### src/rtl/load_store_unit_if.sv
// Pipeline-facing and data-memory-facing signals of the load/store unit.
// The slave modport is the unit itself; the master modport is the pipeline plus memory side.
`ifndef XLEN
`define XLEN 32
`endif

interface load_store_unit_if #(
    parameter int XLEN = `XLEN
);
    logic            i_valid;
    logic            i_is_store;
    logic [2:0]      i_funct3;
    logic [XLEN-1:0] i_addr;
    logic [XLEN-1:0] i_store_data;

    logic            or_ready;
    logic            or_done;
    logic [XLEN-1:0] or_load_data;
    logic            or_exc;
    logic [3:0]      or_exc_cause;
    logic [XLEN-1:0] or_exc_tval;

    logic            or_mem_req;
    logic [XLEN-1:0] or_mem_addr;
    logic [XLEN-1:0] or_mem_data;
    logic [2:0]      or_funct3;
    logic            or_read_write;
    logic            i_mem_ack;
    logic [XLEN-1:0] i_mem_data;

    modport slave (
        input  i_valid, i_is_store, i_funct3, i_addr, i_store_data,
        input  i_mem_ack, i_mem_data,
        output or_ready, or_done, or_load_data, or_exc, or_exc_cause, or_exc_tval,
        output or_mem_req, or_mem_addr, or_mem_data, or_funct3, or_read_write
    );

    modport master (
        output i_valid, i_is_store, i_funct3, i_addr, i_store_data,
        output i_mem_ack, i_mem_data,
        input  or_ready, or_done, or_load_data, or_exc, or_exc_cause, or_exc_tval,
        input  or_mem_req, or_mem_addr, or_mem_data, or_funct3, or_read_write
    );
endinterface

### src/rtl/load_store_unit.sv
// RV32I load/store unit: classifies one access, issues it to data memory,
// waits for an acknowledge with a bounded timeout and reports result or exception.
`ifndef XLEN
`define XLEN 32
`endif

module load_store_unit #(
    parameter int XLEN    = `XLEN,
    parameter int TIMEOUT = 15
) (
    input  logic             i_clk,
    input  logic             i_rst,
    load_store_unit_if.slave lsu
);

    typedef enum logic [1:0] {
        ST_IDLE = 2'd0,
        ST_REQ  = 2'd1,
        ST_DONE = 2'd2
    } state_t;

    localparam logic [7:0] TIMEOUT_LAST = 8'(TIMEOUT - 1);

    // Legal encodings: LB/LH/LW/LBU/LHU for loads, SB/SH/SW for stores.
    function automatic logic funct3_legal(input logic is_store, input logic [2:0] funct3);
        logic ok;
        case (funct3)
            3'b000, 3'b001, 3'b010: ok = 1'b1;
            3'b100, 3'b101:         ok = ~is_store;
            default:                ok = 1'b0;
        endcase
        return ok;
    endfunction

    function automatic logic misaligned(input logic [2:0] funct3, input logic [1:0] addr_lo);
        logic bad;
        case (funct3[1:0])
            2'b01:   bad = addr_lo[0];
            2'b10:   bad = (addr_lo != 2'b00);
            default: bad = 1'b0;
        endcase
        return bad;
    endfunction

    state_t          state_r;
    state_t          state_s;
    logic [7:0]      cnt_r;
    logic [7:0]      cnt_s;
    logic            accept_s;
    logic            exc_s;
    logic [3:0]      exc_cause_s;
    logic [XLEN-1:0] exc_tval_s;
    logic [XLEN-1:0] load_data_s;

    logic            is_store_r;
    logic [2:0]      funct3_r;
    logic [XLEN-1:0] addr_r;
    logic [XLEN-1:0] store_data_r;
    logic            read_write_r;
    logic            ready_r;
    logic            done_r;
    logic            exc_r;
    logic [3:0]      exc_cause_r;
    logic [XLEN-1:0] exc_tval_r;
    logic [XLEN-1:0] load_data_r;
    logic            mem_req_r;

    // State register and REQ wait counter.
    always_ff @(posedge i_clk) begin
        if (i_rst) begin
            state_r <= ST_IDLE;
            cnt_r   <= 8'd0;
        end else begin
            state_r <= state_s;
            cnt_r   <= cnt_s;
        end
    end

    // Next-state logic plus the result that is captured when entering DONE.
    always_comb begin
        state_s     = state_r;
        cnt_s       = 8'd0;
        accept_s    = 1'b0;
        exc_s       = 1'b0;
        exc_cause_s = 4'd0;
        exc_tval_s  = {XLEN{1'b0}};
        load_data_s = {XLEN{1'b0}};
        case (state_r)
            ST_IDLE: begin
                if (lsu.i_valid) begin
                    accept_s = 1'b1;
                    if (!funct3_legal(lsu.i_is_store, lsu.i_funct3)) begin
                        state_s     = ST_DONE;
                        exc_s       = 1'b1;
                        exc_cause_s = 4'd2;
                        exc_tval_s  = lsu.i_addr;
                    end else if (misaligned(lsu.i_funct3, lsu.i_addr[1:0])) begin
                        state_s     = ST_DONE;
                        exc_s       = 1'b1;
                        exc_cause_s = lsu.i_is_store ? 4'd6 : 4'd4;
                        exc_tval_s  = lsu.i_addr;
                    end else begin
                        state_s = ST_REQ;
                    end
                end else begin
                    state_s = ST_IDLE;
                end
            end
            ST_REQ: begin
                // An acknowledge on the timeout edge still completes normally.
                if (lsu.i_mem_ack) begin
                    state_s     = ST_DONE;
                    load_data_s = is_store_r ? {XLEN{1'b0}} : lsu.i_mem_data;
                end else if (cnt_r == TIMEOUT_LAST) begin
                    state_s     = ST_DONE;
                    exc_s       = 1'b1;
                    exc_cause_s = is_store_r ? 4'd7 : 4'd5;
                    exc_tval_s  = addr_r;
                end else begin
                    state_s = ST_REQ;
                    cnt_s   = cnt_r + 8'd1;
                end
            end
            ST_DONE: begin
                state_s = ST_IDLE;
            end
            default: begin
                state_s = ST_IDLE;
            end
        endcase
    end

    // Registered outputs, latched operation fields and held results.
    always_ff @(posedge i_clk) begin
        if (i_rst) begin
            is_store_r   <= 1'b0;
            funct3_r     <= 3'd0;
            addr_r       <= {XLEN{1'b0}};
            store_data_r <= {XLEN{1'b0}};
            read_write_r <= 1'b0;
            ready_r      <= 1'b1;
            done_r       <= 1'b0;
            exc_r        <= 1'b0;
            exc_cause_r  <= 4'd0;
            exc_tval_r   <= {XLEN{1'b0}};
            load_data_r  <= {XLEN{1'b0}};
            mem_req_r    <= 1'b0;
        end else begin
            ready_r   <= (state_s == ST_IDLE);
            done_r    <= (state_s == ST_DONE);
            mem_req_r <= (state_s == ST_REQ);
            exc_r     <= exc_s;
            if (accept_s) begin
                is_store_r   <= lsu.i_is_store;
                funct3_r     <= lsu.i_funct3;
                addr_r       <= lsu.i_addr;
                store_data_r <= lsu.i_store_data;
                read_write_r <= ~lsu.i_is_store;
            end
            // Results change only on entry to DONE and hold until the next one.
            if (state_s == ST_DONE) begin
                exc_cause_r <= exc_cause_s;
                exc_tval_r  <= exc_tval_s;
                load_data_r <= load_data_s;
            end
        end
    end

    assign lsu.or_ready      = ready_r;
    assign lsu.or_done       = done_r;
    assign lsu.or_exc        = exc_r;
    assign lsu.or_exc_cause  = exc_cause_r;
    assign lsu.or_exc_tval   = exc_tval_r;
    assign lsu.or_load_data  = load_data_r;
    assign lsu.or_mem_req    = mem_req_r;
    assign lsu.or_mem_addr   = addr_r;
    assign lsu.or_mem_data   = store_data_r;
    assign lsu.or_funct3     = funct3_r;
    assign lsu.or_read_write = read_write_r;

endmodule
### src/flat_wrapper.sv
// flat-port wrapper written by rule: the top's interface ports become plain ports
module load_store_unit_flat 
#(
    parameter int XLEN    = `XLEN,
    parameter int TIMEOUT = 15
)
  (i_clk, i_rst, lsu_i_valid, lsu_i_is_store, lsu_i_funct3, lsu_i_addr, lsu_i_store_data, lsu_i_mem_ack, lsu_i_mem_data, lsu_or_ready, lsu_or_done, lsu_or_load_data, lsu_or_exc, lsu_or_exc_cause, lsu_or_exc_tval, lsu_or_mem_req, lsu_or_mem_addr, lsu_or_mem_data, lsu_or_funct3, lsu_or_read_write);
  load_store_unit_if #(.XLEN(XLEN)) lsu_i ();
  input  logic i_clk;
  input  logic i_rst;
  input wire logic [$bits(lsu_i.i_valid)-1:0] lsu_i_valid;
  input wire logic [$bits(lsu_i.i_is_store)-1:0] lsu_i_is_store;
  input wire logic [$bits(lsu_i.i_funct3)-1:0] lsu_i_funct3;
  input wire logic [$bits(lsu_i.i_addr)-1:0] lsu_i_addr;
  input wire logic [$bits(lsu_i.i_store_data)-1:0] lsu_i_store_data;
  input wire logic [$bits(lsu_i.i_mem_ack)-1:0] lsu_i_mem_ack;
  input wire logic [$bits(lsu_i.i_mem_data)-1:0] lsu_i_mem_data;
  output wire logic [$bits(lsu_i.or_ready)-1:0] lsu_or_ready;
  output wire logic [$bits(lsu_i.or_done)-1:0] lsu_or_done;
  output wire logic [$bits(lsu_i.or_load_data)-1:0] lsu_or_load_data;
  output wire logic [$bits(lsu_i.or_exc)-1:0] lsu_or_exc;
  output wire logic [$bits(lsu_i.or_exc_cause)-1:0] lsu_or_exc_cause;
  output wire logic [$bits(lsu_i.or_exc_tval)-1:0] lsu_or_exc_tval;
  output wire logic [$bits(lsu_i.or_mem_req)-1:0] lsu_or_mem_req;
  output wire logic [$bits(lsu_i.or_mem_addr)-1:0] lsu_or_mem_addr;
  output wire logic [$bits(lsu_i.or_mem_data)-1:0] lsu_or_mem_data;
  output wire logic [$bits(lsu_i.or_funct3)-1:0] lsu_or_funct3;
  output wire logic [$bits(lsu_i.or_read_write)-1:0] lsu_or_read_write;
  assign lsu_i.i_valid = lsu_i_valid;
  assign lsu_i.i_is_store = lsu_i_is_store;
  assign lsu_i.i_funct3 = lsu_i_funct3;
  assign lsu_i.i_addr = lsu_i_addr;
  assign lsu_i.i_store_data = lsu_i_store_data;
  assign lsu_i.i_mem_ack = lsu_i_mem_ack;
  assign lsu_i.i_mem_data = lsu_i_mem_data;
  assign lsu_or_ready = lsu_i.or_ready;
  assign lsu_or_done = lsu_i.or_done;
  assign lsu_or_load_data = lsu_i.or_load_data;
  assign lsu_or_exc = lsu_i.or_exc;
  assign lsu_or_exc_cause = lsu_i.or_exc_cause;
  assign lsu_or_exc_tval = lsu_i.or_exc_tval;
  assign lsu_or_mem_req = lsu_i.or_mem_req;
  assign lsu_or_mem_addr = lsu_i.or_mem_addr;
  assign lsu_or_mem_data = lsu_i.or_mem_data;
  assign lsu_or_funct3 = lsu_i.or_funct3;
  assign lsu_or_read_write = lsu_i.or_read_write;
  load_store_unit #(.XLEN(XLEN), .TIMEOUT(TIMEOUT)) u_core (.i_clk(i_clk), .i_rst(i_rst), .lsu(lsu_i));
endmodule
### config.mk
export PLATFORM = sky130hd
export DESIGN_NAME = load_store_unit_flat
export DESIGN_NICKNAME = d
export VERILOG_FILES = /design/src/rtl/load_store_unit_if.sv /design/src/rtl/load_store_unit.sv /design/src/flat_wrapper.sv
export SDC_FILE = /design/constraint.sdc
export NUM_CORES = 1
export LEC_CHECK = 0
export BUFFER_PORTS_ARGS = -buffer_cell sky130_fd_sc_hd__buf_2
export CORE_UTILIZATION = 40
export CTS_BUF_LIST = sky130_fd_sc_hd__clkbuf_2 sky130_fd_sc_hd__clkbuf_4 sky130_fd_sc_hd__clkbuf_8
export DETAILED_ROUTE_END_ITERATION = 8
export HOLD_SLACK_MARGIN = 0.08
export PLACE_DENSITY = 0.69
export SLEW_MARGIN = 40
export SYNTH_ARGS = -nofsm -noshare
export SYNTH_HDL_FRONTEND = slang
export SYNTH_SLANG_ARGS = --single-unit
### constraint.sdc
create_clock -name i_clk -period 3.4 [get_ports i_clk]
set_input_delay 0.34 -clock i_clk [delete_from_list [all_inputs] [get_ports i_clk]]
set_output_delay 0.34 -clock i_clk [all_outputs]
set_load 0.01 [all_outputs]
Word-level counts from Yosys, hierarchy flattened
Cells that the tools add are included.
Word-level totals
  flip-flop bits (word level): 151
  bits of input ports: 104
  output and inout bits: 140
  logic and storage cells: 72
Operators by class
  add/sub/neg operators: 1
  equal/unequal tests: 10
  mux-type cells: 38
  bitwise logic cells: 2
  reductions and logical operators: 7
Operators by type and width (number)
  $mux 32: 8
  $pmux 32 s2: 1
  $mux 4: 5
  $mux 2: 7
  $mux 1: 12
  $add 8x1->8 const B: 1
  $eq 8x4->1 const B: 1
  $pmux 4 s2: 1
  $eq 2x1->1 const B: 3
  $eq 3x3->1 const B: 2
  $pmux 1 s2: 3
  $eq 2x2->1 const B: 2
  $logic_not 2->1: 2
  $pmux 2 s2: 1
  $reduce_or 4->1: 1
  $eq 3x1->1 const B: 1
  $eq 3x2->1 const B: 1
  $logic_not 3->1: 1
  $reduce_or 3->1: 1
  $not 1->1: 2
  $reduce_bool 2->1: 1
  $reduce_or 2->1: 1

Depth between registers and ports, before layout
Gate-level depths: netlist of run 1.
  depth in word-level cells: 13
  gate-level depth with buffers: 9

Worst setup path after synthesis of run 1
Ideal clock, no wire load.
  kind: input -> register
  start: input lsu_i_funct3[0]
  end: register u_core.exc_tval_r[2] (netlist: u_core.lsu.or_exc_tval[2])
  library setup time: 0.070 ns
  arrival: 1.605 ns
  path slack: 1.725 ns
  cell stages on the path: 9
  buffers on the path: 2
  cells stage by stage: inv_1 -> ha_1 -> o211ai_2 -> nand2_1 -> o21ai_2 -> buf_4 -> buf_4 -> nand3_1 -> a21oi_1
Between the ends
  word-level cells in the longest chain between the ends: 10
Ends and longest elaborated chain
  from (decl): line flat_wrapper.sv:13  | input wire logic [$bits(lsu_i.i_funct3)-1:0] lsu_i_funct3;
  $eq 2x2->1 / $eq 2x1->1 (equally long branches): line load_store_unit.sv:37  | case (funct3[1:0])
  $pmux 1 s2: line load_store_unit.sv:37
  $mux 1: line load_store_unit.sv:92  | if (!funct3_legal(lsu.i_is_store, lsu.i_funct3)) begin
  $mux 1: line load_store_unit.sv:90  | if (lsu.i_valid) begin
  $mux 1: line load_store_unit.sv:88  | case (state_r)
  $mux 2: line load_store_unit.sv:97  | end else if (misaligned(lsu.i_funct3, lsu.i_addr[1:0])) begin
  $mux 2: line load_store_unit.sv:92
  $mux 2: line load_store_unit.sv:90
  $pmux 2 s2: line load_store_unit.sv:88
  $eq 2x2->1: line load_store_unit.sv:161  | if (state_s == ST_DONE) begin
  to (signal assigned): line load_store_unit.sv:145  | exc_tval_r <= {XLEN{1'b0}};
  to (signal assigned): line load_store_unit.sv:163  | exc_tval_r <= exc_tval_s;
  to (decl): line load_store_unit.sv:64  | logic [XLEN-1:0] exc_tval_r;
Several ways; a longest one is shown, not always the timed one. The select of a mux whose other input is x is not followed.
A chain may end at the register's enable or synchronous reset.

Worst setup path after layout of run 1
  start: register u_core.cnt_r[1]
  end: register u_core.exc_cause_r[1] (netlist: u_core.lsu.or_exc_cause[1])
Between the ends
  word-level cells in the longest chain between the ends: 5
Ends and longest elaborated chain
  from (decl): line load_store_unit.sv:47  | logic [7:0] cnt_r;
  from (signal assigned): line load_store_unit.sv:75  | cnt_r <= cnt_s;
  $eq 8x4->1 *: line load_store_unit.sv:114  | end else if (cnt_r == TIMEOUT_LAST) begin
  $mux 2: line load_store_unit.sv:114
  $mux 2: line load_store_unit.sv:111  | if (lsu.i_mem_ack) begin
  $pmux 2 s2: line load_store_unit.sv:88
  $eq 2x2->1: line load_store_unit.sv:161
  to (signal assigned): line load_store_unit.sv:162  | exc_cause_r <= exc_cause_s;
  to (decl): line load_store_unit.sv:63  | logic [3:0] exc_cause_r;
Every way passes the cells marked *; elsewhere a longest branch is shown, timed or not.

==> results of run 1 <==
critical path, delay by kind of cell (launching register included):
family,cells,cell delay [ns]
fa+ha+maj,1,0.19
flops,1,0.41
compound gates,2,0.29
simple gates,3,1.05
buf+inv,1,0.25
flip-flops by register name (all words and copies together), names as in the netlist, 2 cells and up:
name	count
u_core.cnt_r	8
u_core.lsu.or_exc_cause	3
u_core.lsu.or_exc_tval	32
u_core.lsu.or_funct3	3
u_core.lsu.or_load_data	32
u_core.lsu.or_mem_addr	32
u_core.lsu.or_mem_data	32
u_core.state_r	2
timing repair:
action / CTS / global route
endpoints found under the hold margin: 1 / 0
hold buffers: 1 / 0
gates resized for setup: 0 / 0
final cells by class:
type	count	area, µm²
clock inverters	7	90.09
flip-flops and latches	150	3003
well taps	180	225.2
repair buffers	254	1344
inverters	8	30.03
clock buffers	25	337.8
fillers	1358	6500
multi-input cells	464	2405
through the flow:
| step | utilization [%] | worst slack (ns) | area [µm²] |
|---|---|---|---|
| 2_1_floorplan | - | 1.725 | 5729 |
| 4_1_cts | 53.35 | 1.082 | 7435 |
| 5_1_grt | 53.35 | 0.9501 | 7435 |
| 3_3_place_gp | 50.20 | 0.9627 | 6995 |
| 6_report | 53.35 | 1.126 | 7435 |
| 3_5_place_dp | 50.21 | 0.8903 | 6997 |
logic make-up after synthesis:
family	Yosys count
buffers and inverters	71
adders and majority gates	5
other	1
and+or+nand+nor	270
xor gates and xnor gates	6
DFF	150
AOI/OAI and AO/OA	182
power by group:
part	internal [mW]	switching, mW
clock network	0.794	0.650
logic	0.213	0.342
registers	1.86	0.0550
per-layer routing:
metal / vias up / share of wire, % / GRT usage, % / wire length, µm
met2: 196 / 46 / 32.63 / 7236
met3: 21 / 8.4 / 7.725 / 1306
met4: 0 / 1.8 / 10.03 / 280
met5: - / 0 / 0 / 0
li1: 2777 / - / - / -
met1: 2550 / 44 / 25.84 / 6810
cell usage in the layout, fill, tap and decap left out, types with 4 or more instances in the layout:
master	netlist	final
inv_1	8	8
nor3_1	6	6
nor2_1	11	11
a32oi_1	30	30
ha_1	5	5
xor2_1	5	5
nand3_1	70	70
buf_4	6	9
dfxtp_1	150	150
o21ai_0	4	4
nand2_1	171	171
buf_2	17	241
a21oi_1	134	134
clkbuf_8	0	24
worst min path at each step:
stage | endpoint | depth (start not counted)
2_1_floorplan | u_core.lsu.or_ready | 1
3_3_place_gp | u_core.lsu.or_mem_data[17] | 2
3_5_place_dp | u_core.lsu.or_mem_data[12] | 2
4_1_cts | u_core.lsu.or_mem_data[19] | 3
5_1_grt | u_core.lsu.or_mem_data[20] | 3
6_report | u_core.lsu.or_mem_data[19] | 3
==> impl_metrics.env, run 1 <==
export IMPL_status="finished, final reports clean"
export IMPL_path_class="register to register"
export IMPL_synth_cell_types=39
export IMPL_tightest_slew_ns=0.8145
export IMPL_yosysMostFrequentCell="nand2_1"
export IMPL_diodes=0
export IMPL_cts_root_buf="clkbuf_8"
export IMPL_syn_avg_cell_area_um2=8.364
export IMPL_drive_gt1_share_pct=32.71
export IMPL_die_area_um2=14810
export IMPL_crit_chain="ha_1 > nand4b_1 > nor4_4 > and3b_1 > buf_12 > a221oi_2 > a211oi_1"
export IMPL_start_kind="register"
export IMPL_ant_nets=0
export IMPL_min_delay_start="lsu_i_store_data[19]"
export IMPL_slowest_delay_ns=0.59
export IMPL_drc=0
export IMPL_dp_hpwl_um=10410
export IMPL_start_util_pct=41.12
export IMPL_rsz0062_at_grt="false"
export IMPL_track_usage_pct=21.07
export IMPL_ys_warn_count=0
export IMPL_synth_top_family_by_area="simple AND/OR/NAND/NOR gates"
export IMPL_finalWirelength_um=15630
export IMPL_cp_endpoint="u_core.lsu.or_exc_cause[1]"
export IMPL_dp_cells=1055
export IMPL_fin_worst_skew_ns=0.007002
export IMPL_hold_viol=0
export IMPL_fmax_mhz=439.7
export IMPL_maxSlewViolCount=0
export IMPL_synth_compound_area_share_pct=18.98
export IMPL_syn_nets=794
export IMPL_grt_pass1_vias=4912
export IMPL_antenna_found_initial=0
export IMPL_yosys_area_share_simple_pct=20.46
export IMPL_power_density_nw_per_um2=526.0
export IMPL_area_growth_pct=29.77
export IMPL_synth_mux_area_share_pct=0
export IMPL_synthCells=685
export IMPL_synth_xor_area_share_pct=0.9172
export IMPL_period_needed_ns=2.274
export IMPL_synthAdderAreaFrac_pct=1.092
export IMPL_grt_max_degree=77
export IMPL_ys_seq_area_share_pct=52.41
export IMPL_clock_sinks=150
export IMPL_crit_start="u_core.cnt_r[1]"
export IMPL_ys_ff_latch=150
export IMPL_synth_top_area_cell="dfxtp_1"
export IMPL_synthArstFlopShare_pct=0
export IMPL_min_period_over_period_pct=66.89
export IMPL_synth_edf_count=0
export IMPL_synthTopCellsByArea="dfxtp_1, a21oi_1, nand2_1, nand3_1, a32oi_1"
export IMPL_cts_made_buffers=17
export IMPL_drtPass1Iterations=4
export IMPL_synth_ff_type="dfxtp_1"
export IMPL_ir_drop_uv=340.1
export IMPL_die_x_um=121.7
export IMPL_path_clk_slew_ns=0.08
export IMPL_rr_startpoint="u_core.cnt_r[1]"
export IMPL_rrSetupSlack_ns=1.13
export IMPL_synth_top_area_share_pct=52.41
export IMPL_cts_max_path_buffers=2
export IMPL_synth_area_um2=5729
export IMPL_cts_tree="built"
export IMPL_core_area_um2=13930
export IMPL_cp_end_kind="register"
export IMPL_setup_tns_ns=0
export IMPL_synth_cells_most_frequent="nand2_1, dfxtp_1, a21oi_1"
export IMPL_num_io_pins=244
export IMPL_final_setup_viol_count=0
export IMPL_place_gp_congestion=0.7618
export IMPL_leakage_nw=3.298
export IMPL_port_buffers=242
export IMPL_vias=5544
export IMPL_whs_ns=0.1117
export IMPL_vias_per_cell=5.096
export IMPL_drv_cap=0
export IMPL_fin_nets=1004
export IMPL_clkLatencyLatePin_ns=0.45
export IMPL_cts_max_level=4
export IMPL_worstPathArrival_ns=2.64
export IMPL_cts_setup_buffers=0
export IMPL_dieHeight_um=121.7
export IMPL_worst_path_max_fanout=26
export IMPL_reg2reg_depth=7
export IMPL_fin_cells=1088
export IMPL_drtIter0Drc=344
export IMPL_num_rows=43
export IMPL_worst_r2r_endpoint="u_core.lsu.or_exc_cause[1]"
export IMPL_grt_ovfl_total=0
export IMPL_required_ns=3.77
export IMPL_power_mw=3.911
export IMPL_wire_per_inst_um=14.37
export IMPL_grt_pass1_wl_um=24320
export IMPL_slew_headroom_pct=45.70
export IMPL_cpMaxStageDelayCell="and3b_1"
export IMPL_hp_class="primary input to register"
No activity file was read; power rests on OpenSTA's default activity.
==> inputs of run 2 (changes only) <==
Settings changed: PLACE_DENSITY 0.69 to 0.72.
Clock period 3.4 ns to 1.8 ns, I/O delays scaled along.
==> impl_metrics.env, run 2 (synthesis gave the netlist of run 1 again) <==
export IMPL_status="complete, but fails checks"
export IMPL_violations="negative setup slack"
export IMPL_slew_headroom_pct=66.13
export IMPL_pwr_share_clk_pct=34.1
export IMPL_vias_per_cell=5.269
export IMPL_grt_use_met2_pct=39.77
export IMPL_num_io_pins=244
export IMPL_port_buffers=242
export IMPL_tightest_slew_ns=0.5081
export IMPL_cts_tree="built"
export IMPL_final_setup_viol_count=1
export IMPL_power_frac_seq_pct=47.4
export IMPL_cellInternalPower_mw=5.529
export IMPL_diodes=0
export IMPL_min_period_over_period_pct=100.6
export IMPL_dp_hpwl_um=10860
export IMPL_start_kind="register"
export IMPL_grt_pass1_vias=5799
export IMPL_grt_ovfl_total=0
export IMPL_num_rows=43
export IMPL_grt_busiest_layer="met2"
export IMPL_fin_cells=1215
export IMPL_finalWirelength_um=20200
export IMPL_die_area_um2=14810
export IMPL_start_util_pct=41.12
export IMPL_fin_nets=1132
export IMPL_grt_util_met1_pct=28.06
export IMPL_worst_path_max_fanout=7
export IMPL_track_usage_pct=23.79
export IMPL_p_sw_share_pct=27.85
export IMPL_drive_gt1_share_pct=38.36
export IMPL_switchingPower_mw=2.134
export IMPL_period_needed_ns=1.811
export IMPL_dp_cells=1066
export IMPL_fmax_mhz=552.2
export IMPL_final_area_um2=9264
export IMPL_leakage_nw=4.037
export IMPL_ant_nets=0
export IMPL_final_common_cell="buf_2"
export IMPL_placed_area_um2=7166
export IMPL_vias=6402
export IMPL_grt_pass1_wl_um=27740
export IMPL_cp_end_kind="register"
export IMPL_drtPass1Iterations=4
export IMPL_die_x_um=121.7
export IMPL_required_ns=2.17
export IMPL_path_clk_slew_ns=0.08
export IMPL_most_common_layout_cells="buf_2, nand2_1, dfxtp_1"
export IMPL_cts_root_buf="clkbuf_8"
export IMPL_wire_per_inst_um=16.62
export IMPL_whs_ns=0.1722
export IMPL_place_gp_congestion=0.8310
export IMPL_dieHeight_um=121.7
export IMPL_drtIter0Drc=335
export IMPL_cts_max_path_buffers=2
export IMPL_hold_viol=0
export IMPL_clock_sinks=150
export IMPL_clkLatencyLatePin_ns=0.45
export IMPL_cts_made_buffers=17
export IMPL_maxSlewViolCount=0
export IMPL_worstPathArrival_ns=2.18
export IMPL_drc=0
export IMPL_grt_max_degree=71
export IMPL_pwr_share_comb_pct=18.5
export IMPL_path_class="register to register"
export IMPL_cts_max_level=4
export IMPL_core_area_um2=13930
export IMPL_power_mw=7.663
export IMPL_fin_worst_skew_ns=0.009266
export IMPL_drv_cap=0
export IMPL_fillCellCount=1092
export IMPL_ir_drop_uv=696.2
export IMPL_area_growth_pct=61.69
export IMPL_hp_class="primary input to register"
export IMPL_final_setup_worst_slack_ns=-0.01103
export IMPL_use_met3_pct=7.444
export IMPL_power_density_nw_per_um2=827.2
export IMPL_antenna_found_initial=0
export IMPL_rsz0062_at_grt="true"
==> run 2: worst paths after layout <==
check	from	end	slack, ns	cells after the start
setup / recovery	u_core.cnt_r[0]	u_core.lsu.or_load_data[28]	-0.01	11
setup reg to reg	u_core.cnt_r[0]	u_core.lsu.or_load_data[28]	-0.01	11
hold reg to reg	u_core.lsu.or_mem_data[9]	u_core.lsu.or_mem_data[9]	0.45	2
hold / removal	i_rst	u_core.lsu.or_exc_cause[0]	0.17	2
==> run 2: what timing repair did <==
item / in CTS / in global routing
endpoints found under the setup margin: 0 / 68
gates resized for setup: 0 / 87
buffers inserted: 0 / 3
hold buffers: 101 / 0
hold endpoints to repair: 128 / 0
==> run 2: metrics by stage <==
| step | setup WS (ns) | TNS, ns | util (%) |
|---|---|---|---|
| after floorplan | 0.1603 | 0 | - |
| after global placement | 0.03934 | 0 | 51.42 |
| after detailed placement | -0.04494 | -0.2735 | 51.42 |
| after CTS | 0.003295 | 0 | 61.52 |
| after global routing | -0.08505 | -2.631 | 66.48 |
| final | -0.01103 | -0.01103 | 66.48 |
==> run 2: cell type report <==
type	count	area [µm²]	share of cell area, %
multi-input cells	465	2783	30.04
flip-flops and latches	150	3005	32.44
well taps	180	225.2	2.431
clock inverters	9	100.1	1.080
repair buffers	381	2824	30.48
clock buffers	22	296.5	3.201
inverters	8	30.03	0.3241
==> run 2: routing by layer <==
metal	routed length (µm)	share of wire, %
met1	8125	40
met3	1504	7.4
met2	10030	50
met5	0	0
met4	533	2.6
==> run 2: critical path, stage by stage, from the launching register on <==
cell	delay [ns]
dfxtp_2	0.34
inv_2	0.04
ha_4	0.15
nand4b_1	0.13
nor4_4	0.05
buf_4	0.15
buf_6	0.12
o21ai_4	0.15
buf_8	0.18
clkbuf_16	0.16
nand3_2	0.07
a21oi_1	0.18
==> run 2: power groups by stage <==
stage	Clock, mW	Sequential [mW]	Combinational [mW]
6_report	2.61	3.63	1.42
5_1_grt	2.81	3.65	1.53
4_1_cts	2.65	3.61	1.30
3_5_place_dp	0	3.69	1.13
3_3_place_gp	0	3.68	1.12
2_1_floorplan	0	3.77	0.530
==> inputs of run 3 (changes only) <==
--- a/config.mk
+++ b/config.mk
@@ -6,10 +6,12 @@
 export NUM_CORES = 1
 export LEC_CHECK = 0
+export ABC_AREA = 1
 export BUFFER_PORTS_ARGS = -buffer_cell sky130_fd_sc_hd__buf_2
 export CORE_UTILIZATION = 40
 export CTS_BUF_LIST = sky130_fd_sc_hd__clkbuf_2 sky130_fd_sc_hd__clkbuf_4 sky130_fd_sc_hd__clkbuf_8
+export CTS_CLUSTER_SIZE = 25
 export DETAILED_ROUTE_END_ITERATION = 8
 export HOLD_SLACK_MARGIN = 0.08
-export PLACE_DENSITY = 0.72
+export PLACE_DENSITY = 0.7
 export SLEW_MARGIN = 40
 export SYNTH_ARGS = -nofsm -noshare
==> constraint.sdc (replaced) <==
create_clock -name i_clk -period 1.8 [get_ports i_clk]
set_input_delay 0.36 -clock i_clk [delete_from_list [all_inputs] [get_ports i_clk]]
set_output_delay 0.36 -clock i_clk [all_outputs]
set_load 0.01 [all_outputs]
==> impl_metrics.env, run 3 <==
export IMPL_status="finished, final reports clean"
export IMPL_leakage_nw=4.215
export IMPL_diodes=0
export IMPL_fmax_mhz=631.0
export IMPL_dr_wl_met3_um=1331
export IMPL_power_density_nw_per_um2=975.7
export IMPL_place_gp_congestion=0.7853
export IMPL_grt_pass1_wl_um=27010
export IMPL_synthTopCellsByArea="dfxtp_1, nor2_1, nand2_1, inv_1, nand3_1"
export IMPL_num_io_pins=244
export IMPL_synthCells=918
export IMPL_antenna_found_initial=2
export IMPL_cts_tree="built"
export IMPL_multi_input_area_um2=2680
export IMPL_synth_xor_area_share_pct=0.5442
export IMPL_ant_nets=0
export IMPL_fin_nets=1250
export IMPL_worst_path_max_fanout=32
export IMPL_clkLatencyLatePin_ns=0.45
export IMPL_final_common_cell="buf_2"
export IMPL_die_x_um=128.9
export IMPL_num_rows=46
export IMPL_p_sw_share_pct=28.86
export IMPL_synth_edf_count=0
export IMPL_power_mw=8.137
export IMPL_fin_cells=1370
export IMPL_vias=6216
export IMPL_yosysMostFrequentCell="nor2_1"
export IMPL_ys_warn_count=0
export IMPL_ys_seq_area_share_pct=46.65
export IMPL_final_setup_viol_count=0
export IMPL_period_needed_ns=1.585
export IMPL_drtIter0Drc=270
export IMPL_vias_per_cell=4.537
export IMPL_cts_root_buf="clkbuf_8"
export IMPL_cts_setup_buffers=0
export IMPL_min_period_over_period_pct=88.04
export IMPL_die_area_um2=16600
export IMPL_grt_pass1_vias=5662
export IMPL_rsz0062_at_grt="false"
export IMPL_dieHeight_um=128.9
export IMPL_drtPass1Iterations=5
export IMPL_maxSlewViolCount=0
export IMPL_cts_max_path_buffers=2
export IMPL_cts_max_level=4
export IMPL_grt_max_degree=59
export IMPL_switchingPower_mw=2.348
export IMPL_rrSetupSlack_ns=0.22
export IMPL_synthArstFlopShare_pct=0
export IMPL_worst_r2r_endpoint="u_core.lsu.or_exc_tval[7]"
export IMPL_synth_mux_area_share_pct=0
export IMPL_path_class="register to register"
export IMPL_wl_met1_um=7572
export IMPL_start_util_pct=40.82
export IMPL_clock_sinks=150
export IMPL_ir_drop_uv=650.6
export IMPL_reg2reg_depth=9
export IMPL_core_area_um2=15770
export IMPL_synth_area_um2=6437
export IMPL_synth_top_area_share_pct=46.65
export IMPL_port_buffers=242
export IMPL_grt_ovfl_total=0
export IMPL_drc=0
export IMPL_power_frac_seq_pct=45.3
export IMPL_syn_nets=1027
export IMPL_synth_top_family_by_area="simple AND/OR/NAND/NOR gates"
export IMPL_whs_ns=0.1468
export IMPL_holdPathEnd="u_core.lsu.or_mem_data[8]"
export IMPL_synthAdderAreaFrac_pct=0.9718
export IMPL_finalWirelength_um=16760
export IMPL_synth_cell_types=28
export IMPL_hold_viol=0
export IMPL_ys_ff_latch=150
export IMPL_wire_per_inst_um=12.23
export IMPL_start_kind="register"
export IMPL_track_usage_pct=20.68
export IMPL_drv_cap=0
export IMPL_hp_class="primary input to register"
export IMPL_cellInternalPower_mw=5.789
export IMPL_fillCellCount=1617
export IMPL_synth_top_area_cell="dfxtp_1"
export IMPL_worstPathArrival_ns=1.97
export IMPL_fin_worst_skew_ns=0.01119
export IMPL_pwr_share_clk_pct=36.1
export IMPL_cp_end_kind="register"
export IMPL_synth_compound_area_share_pct=12.19
export IMPL_most_common_layout_cells="buf_2, nor2_1, dfxtp_1"
export IMPL_synth_cells_most_frequent="nor2_1, dfxtp_1, nand2_1"
export IMPL_cts_made_buffers=17
export IMPL_path_clk_slew_ns=0.09
export IMPL_pwr_share_comb_pct=18.5
export IMPL_yosys_area_share_simple_pct=27.79
export IMPL_drive_gt1_share_pct=27.21
export IMPL_holdPathStages=3
export IMPL_dp_hpwl_um=11310
export IMPL_final_seq_area_um2=3003
export IMPL_dp_cells=1338
export IMPL_setup_tns_ns=0
export IMPL_syn_avg_cell_area_um2=7.012
export IMPL_synth_ff_type="dfxtp_1"
export IMPL_route_met2_wl_um=7618
export IMPL_required_ns=2.19
export IMPL_min_delay_start="lsu_i_store_data[8]"
export IMPL_rr_startpoint="u_core.cnt_r[0]"
export IMPL_top_layer_used="met5"
export IMPL_area_growth_pct=29.54
-- run 3: how the worst max path moves through the flow --
stage,from,endpoint,cells after the start
floorplan,lsu_i_funct3[0],u_core.lsu.or_load_data[19],10
global placement,lsu_i_funct3[0],u_core.lsu.or_ready,9
detailed placement,lsu_i_funct3[0],u_core.state_r[0],10
CTS,u_core.cnt_r[0],u_core.lsu.or_load_data[2],8
global route,u_core.cnt_r[0],u_core.lsu.or_exc_tval[16],9
finish,u_core.cnt_r[0],u_core.lsu.or_exc_tval[7],9
-- run 3: metrics by stage --
step	setup WS [ns]	utilization, %	cell area (µm²)
CTS	0.2259	52.88	8339
global route	0.01166	52.88	8339
global placement	0.06702	49.98	7883
finish	0.2153	52.88	8339
floorplan	0.2811	-	6437
detailed placement	-0.01215	49.98	7883
-- run 3: power groups by stage --
stage,clock (mW),sequential (mW),combinational (mW)
after floorplan,0,3.88,0.797
after global placement,0,3.76,1.51
after detailed placement,0,3.77,1.52
after CTS,3.04,3.69,1.52
after global routing,3.16,3.72,1.71
final,2.94,3.69,1.51
-- run 3: critical path, cell delays in order (launching register included) --
cell     delay [ns]
dfxtp_1        0.34
inv_1          0.06
ha_1           0.15
nand3_2        0.08
nor2_2         0.17
nand2_2        0.14
buf_12         0.20
o21ai_0        0.21
nor2_1         0.08
nor2_1         0.08
-- run 3: metal layers --
metal / GRT usage, % / vias to the layer above
li1: - / 3267
met1: 25.49 / 2738
met2: 33.61 / 189
met3: 6.985 / 18
met4: 7.266 / 4
met5: 0 / -
-- run 3: layout make-up --
class,count,share of cell area [%]
sequential,150,36.01
multi-input combinational,588,32.14
timing repair buffer,261,17.58
inverter,123,5.551
tap,216,3.241
clock buffer,19,3.136
clock inverter,13,2.341
-- run 3: what timing repair did --
action	CTS	global route
endpoints found under the setup margin	0	1
hold buffers	0	0
resized for setup	0	1
-- run 3: cells by family (layout without fill, tap and decap cells) --
logic type	Yosys count	in the layout
compound gates	139	139
xor+xnor	4	4
fa+ha+maj	5	5
buf+inv	180	416
flops	150	150
other cells	1	1
simple gates	439	439
